===== config.mk =====
export PLATFORM = sky130hd
export DESIGN_NAME = fifo_uart_tx
export DESIGN_NICKNAME = d
export VERILOG_FILES = /design/src/rtl/fifo_uart_tx_pkg.sv /design/src/rtl/fifo_uart_tx_baud_tick_gen.sv /design/src/rtl/fifo_uart_tx.sv
export SDC_FILE = /design/constraint.sdc
export NUM_CORES = 1
export LEC_CHECK = 0
export ABC_AREA = 1
export ABC_CLOCK_PERIOD_IN_PS = 1600
export CAP_MARGIN = 40
export CORE_MARGIN = 1.5
export CORE_UTILIZATION = 50
export DETAILED_ROUTE_END_ITERATION = 12
export GPL_TIMING_DRIVEN = 0
export PLACE_DENSITY_LB_ADDON = 0.08
export SYNTH_ARGS = -nofsm -noshare
export SYNTH_HDL_FRONTEND = slang
export SYNTH_SLANG_ARGS = --single-unit

===== constraint.sdc =====
create_clock -name clk -period 1.6 [get_ports clk]
set_input_delay 0.32 -clock clk [delete_from_list [all_inputs] [get_ports clk]]
set_output_delay 0.32 -clock clk [all_outputs]
set_load 0.03 [all_outputs]

===== src/rtl/fifo_uart_tx_pkg.sv =====
// Shared definitions for the FIFO-fed UART transmitter: FSM encoding and frame constants.
// Optional parity support is selected with the FIFO_UART_TX_PARITY_EN macro.
package fifo_uart_tx_pkg;

    localparam int   DATA_BITS  = 8;
    localparam logic IDLE_LEVEL = 1'b1;

    typedef enum logic [2:0] {
        IDLE   = 3'd0,
        START  = 3'd1,
        DATA   = 3'd2,
`ifdef FIFO_UART_TX_PARITY_EN
        PARITY = 3'd3,
`endif
        STOP   = 3'd4
    } state_t;

endpackage


===== src/rtl/fifo_uart_tx_baud_tick_gen.sv =====
// Bit-period timer: emits a one-cycle tick when the count reaches BIT_CYCLES-1, then wraps to 0.
// A clear input holds the count at zero so every bit starts from a fresh period.
module baud_tick_gen
    import fifo_uart_tx_pkg::*;
#(
    parameter int BIT_CYCLES = 10
) (
    input  logic clk,
    input  logic rst,
    input  logic clear,
    output logic tick
);

    localparam int            CW   = (BIT_CYCLES > 1) ? $clog2(BIT_CYCLES) : 1;
    localparam logic [CW-1:0] LAST = CW'(BIT_CYCLES - 1);

    logic [CW-1:0] count;

    assign tick = (count == LAST);

    always_ff @(posedge clk or posedge rst) begin
        if (rst) begin
            count <= '0;
        end else if (clear || tick) begin
            count <= '0;
        end else begin
            count <= count + CW'(1);
        end
    end

endmodule


===== src/rtl/fifo_uart_tx.sv =====
// UART transmitter that pops bytes from a first-word-fall-through FIFO and sends 8N1 frames.
// Defining FIFO_UART_TX_PARITY_EN inserts an even-parity bit between the data and stop bits.
module fifo_uart_tx
    import fifo_uart_tx_pkg::*;
#(
    parameter int CLK_FREQ = 100_000_000,
    parameter int BAUD     = 9600
) (
    input  logic       clk,
    input  logic       rst,
    input  logic       fifo_empty,
    input  logic [7:0] fifo_data,
    output logic       fifo_pop,
    output logic       tx,
    output logic       tx_busy
);

    localparam int BIT_CYCLES = CLK_FREQ / BAUD;

    state_t     state;
    state_t     state_next;
    logic [7:0] shift_reg;
    logic [7:0] shift_next;
    logic [2:0] bit_idx;
    logic [2:0] bit_idx_next;
    logic       tx_next;
    logic       tick;
    logic       timer_clear;

    baud_tick_gen #(
        .BIT_CYCLES(BIT_CYCLES)
    ) u_timer (
        .clk  (clk),
        .rst  (rst),
        .clear(timer_clear),
        .tick (tick)
    );

    assign tx_busy = (state != IDLE);

    always_ff @(posedge clk or posedge rst) begin
        if (rst) begin
            state     <= IDLE;
            tx        <= IDLE_LEVEL;
            shift_reg <= 8'h00;
            bit_idx   <= 3'd0;
        end else begin
            state     <= state_next;
            tx        <= tx_next;
            shift_reg <= shift_next;
            bit_idx   <= bit_idx_next;
        end
    end

    // tx is registered, so each branch selects the line level for the next state
    always_comb begin
        state_next   = state;
        shift_next   = shift_reg;
        bit_idx_next = bit_idx;
        tx_next      = tx;
        fifo_pop     = 1'b0;
        timer_clear  = 1'b0;
        unique case (state)
            IDLE: begin
                timer_clear = 1'b1;
                tx_next     = IDLE_LEVEL;
                if (!fifo_empty && !rst) begin
                    fifo_pop   = 1'b1;
                    shift_next = fifo_data;
                    state_next = START;
                    tx_next    = 1'b0;
                end
            end
            START: begin
                if (tick) begin
                    state_next   = DATA;
                    bit_idx_next = 3'd0;
                    tx_next      = shift_reg[0];
                end
            end
            DATA: begin
                if (tick) begin
                    if (bit_idx == 3'(DATA_BITS - 1)) begin
                        bit_idx_next = 3'd0;
`ifdef FIFO_UART_TX_PARITY_EN
                        state_next   = PARITY;
                        tx_next      = ^shift_reg;
`else
                        state_next   = STOP;
                        tx_next      = IDLE_LEVEL;
`endif
                    end else begin
                        bit_idx_next = bit_idx + 3'd1;
                        tx_next      = shift_reg[bit_idx + 3'd1];
                    end
                end
            end
`ifdef FIFO_UART_TX_PARITY_EN
            PARITY: begin
                if (tick) begin
                    state_next = STOP;
                    tx_next    = IDLE_LEVEL;
                end
            end
`endif
            STOP: begin
                tx_next = IDLE_LEVEL;
                if (tick) begin
                    state_next = IDLE;
                end
            end
            default: begin
                state_next = IDLE;
                tx_next    = IDLE_LEVEL;
            end
        endcase
    end

endmodule

==> results <==
- By area the synthesized netlist is led by dfrtp_1 46%, nand2_1 14%, inv_1 6.4%, nor2_1 5.7%, nand3_1 3.6%.
- After Yosys synthesis, and, or, nand and nor cells account for 35.2% of the synthesized area.
- The upper clock frequency limit is 594 MHz.
- In this run, post-CTS hold repair placed 0 buffers.
- The worst flop-to-flop path startpoint is state[0].
- The synthesized-area fraction occupied by adder cells is 2.46%.
- The xor and xnor fraction of the mapped netlist area is 1.15%.
- Cells fill about 70% of the core in the end.
- In this run, the number of DRC markers left after iteration 0 of detailed routing was 74.
- The number of cells on the worst reg-to-reg path is 11.
- The wire length of the first global-routing pass is 5740 um.
- The most common cell after layout, fill and taps aside is nand2_1.
- The maximum level of the CTS H-tree is 2.
- The time the worst path needs with I/O delays and setup is 1680 ps.
- The final layout net count is 256.
- In this run the worst path has a maximum fanout of 8.
- Counting every instance in the synthesized netlist gives between 150 and 200.
- During placement, the flow inserted port buffers numbering 13.
- In this run the horizontal extent of the chip is 58.2 um.
- Across all register-to-register paths, the minimum setup slack is 60 ps.
- The power density over cell area is 603 nW/um^2.
- At the pin with the least slew margin, the transition time is around 620 ps.
- The area share of the leading cell type in the synthesized netlist is 46.0%.
- After synthesis, the largest family of logic cells by area is simple AND/OR/NAND/NOR gates.
- The routed layout has around 1400 vias.
- The worst pin sits at a relative slew slack of 58.7%.
- In this run the core area contains 19 standard-cell rows.
- The maximum number of pins on one net before global-route repair is 18.
- Setup repair after global routing could not meet its margin everywhere.
- STA classifies the critical path endpoint as a primary output.
- The residual antenna-violating net count after detailed routing is 0.
- The deepest clock path buffer count is 2.
- The final number of hold-violating endpoints was 0.
- The number of global-route vias before repair is 1341.
- Summed over all cells, the static leakage comes to 0.00103 uW.
- The count of unique library cells instantiated by Yosys is 27.
- The flow ran to the end, but the final reports show violations.
- The share of post-route cells with drive strength above 1 is 25.5%.
- The setup TNS is -106 ps.
- The DRC violations left is 0.
- Dividing the detail-routed via count by the number of cells gives between 5 and 6.
- Measured along the y axis, the die boundary spans ~58 um.
- The complex-gate fraction of the synthesized area is between 5 and 6%.
- The cell sitting at the root of the clock tree is a clkbuf_4.
- dfrtp_1 takes more of the synthesized area than any other cell.
- For this run, the leading register cell type out of synthesis is dfrtp_1.
- The length of the first detailed-routing pass in iterations is 5.
- The total global routing track utilization is 22.9%.
- The initial antenna violation count is 0.
- The endpoint identified for the worst register-to-register timing path is tx.
- The max-slew violation count is 0.
- Across all setup checks in the final design, the least slack found is -83.8 ps.
- The number of enable flip-flop cells after synthesis is 0.
- The core region is 2830 um^2.
- The antenna diode instance count is 0.
- For this design the top-level I/O count stands at 14.
- The proportion of synthesized chip area in sequential cells is 47.7%.
- Multiplexer cells account for 0% of the synthesized area.
- The summed instance area of the synthesized netlist is 1520 um^2.
- Summed over all layers, the routed wires come to roughly 3400 um.
- The register cell area after layout is 728 um^2.
- The final number of setup-violating endpoints is 2.
- The clock net in this run drives a total of 29 sinks.
- The HPWL after detailed placement is 2250 um.
- Yosys printed 0 warnings.
- At the later pin of the worst-skew pair, clock insertion delay measures 330 ps.
- The initial core utilization is 53.9%.
- The synthesis-stage register bit count is 29.
- The TritonCTS clock tree is yes.
- The required time of the worst setup path is 1280 ps.
- TritonCTS created 5 clock buffers.
- The tool flagged a number of max-cap violations equal to 0.
- The critical path is of the reg -> out type.
- The final reports fail on negative setup slack.
- The proportion of register bits with asynchronous set or reset after synthesis is 100%.
- The worst path arrival time is 1360 ps.
- The worst ir drop on vdd is ~0.63 mV.
- The worst setup path is launched from a flop.
- The area growth from synthesis to layout is 31.5%.
- The worst hold path belongs to the class in -> async.
- After clock tree synthesis, the clock-pin slew on the worst setup and hold paths is 100 ps.
- In the final routed layout, each cell accounts on average for 12.5 um.
- The worst path uses 105% of the clock period.
- The leftover overflow at the end of global routing is 0.
- Counting the fill cells in the layout gives 218.
- The net count after synthesis is 212.
- In the layout the commonest cells are 57 x nand2_1, 27 x dfrtp_1, 23 x inv_1, 22 x nor2_1, 22 x buf_4.
- The floorplan step defined a die boundary enclosing 3390 um^2.
- The register with the most flip-flops in the layout has 14 of them.
- Clock skew on the completed layout was measured at 8.10 ps.
- The multi-input combinational cell area is 723 um^2.
- Routability-driven placement finished with a final weighted congestion of 0.845.
- A synthesized cell averages 7.70 um^2.
- Total power for the finished layout comes to 1210 uW.
-- where the power goes --
group | total (uW) | switching [uW] | internal [uW]
Clock | 426 | 258 | 167
Sequential | 732 | 0 | 732
Combinational | 50.5 | 21.8 | 28.7
Total | 1210 | 280 | 928
-- worst max path at each step --
stage          slack (ps)  cells after the start  endpoint  startpoint
2_1_floorplan         220                      8        tx  bit_idx[0]
3_3_place_gp         -640                      5  fifo_pop         rst
3_5_place_dp         -670                      5  fifo_pop         rst
4_1_cts              -120                      6  fifo_pop    state[0]
5_1_grt              -140                      6  fifo_pop    state[0]
6_report              -80                      6  fifo_pop    state[0]
-- repair_timing --
item / CTS / global route
buffers inserted: 8 / 15
pin swaps: 2 / 5
endpoints found under the setup margin: 3 / 10
resized for setup: 25 / 9
-- area by class of cell --
type | instances | area share [%]
clock buffers | 6 | 2.06
repair buffers | 37 | 16.8
flip-flops and latches | 29 | 36.3
inverters | 31 | 6.30
multi-input cells | 138 | 36.1
well taps | 31 | 1.94
clock inverters | 2 | 0.499
-- worst max-delay path, stage by stage (launching register included) --
cell and delay (ps):
dfrtp_1 410, inv_2 90, nand2_4 60, nor2_4 130, nand2_4 120, inv_6 100
buf_6 130
-- synth_stat cells, drive strengths merged, types with 2 or more instances --
master	instances
nand2	62
inv	31
dfrtp	28
nor2	28
nand3	14
o21ai	9
a21oi	6
nor3	6
ha	3
nand4	3
nand3b	2
-- cells by family after synthesis --
group | Yosys count
and+or+nand+nor | 117
buffers and inverters | 31
DFF | 29
AOI/OAI and AO/OA | 16
adders and majority gates | 3
xor gates and xnor gates | 2
-- per-stage QoR --
step	std cells	worst slack [ps]	area (um^2)	hold slack (ps)
after global routing	274	-145	2000	522
after global placement	242	-637	1690	447
after detailed placement	243	-673	1720	469
after floorplan	198	217	1520	397
final	274	-83.8	2000	489
after CTS	259	-119	1860	488
-- metal layers --
metal	vias to the layer above	track usage [%]	share of wire (%)
met3	6	7.14	4.1
li1	714	-	-
met5	-	0	0
met4	0	9.97	2.0
met2	36	39.3	52
met1	675	26.2	42
No activity file was read; power rests on OpenSTA's default activity.
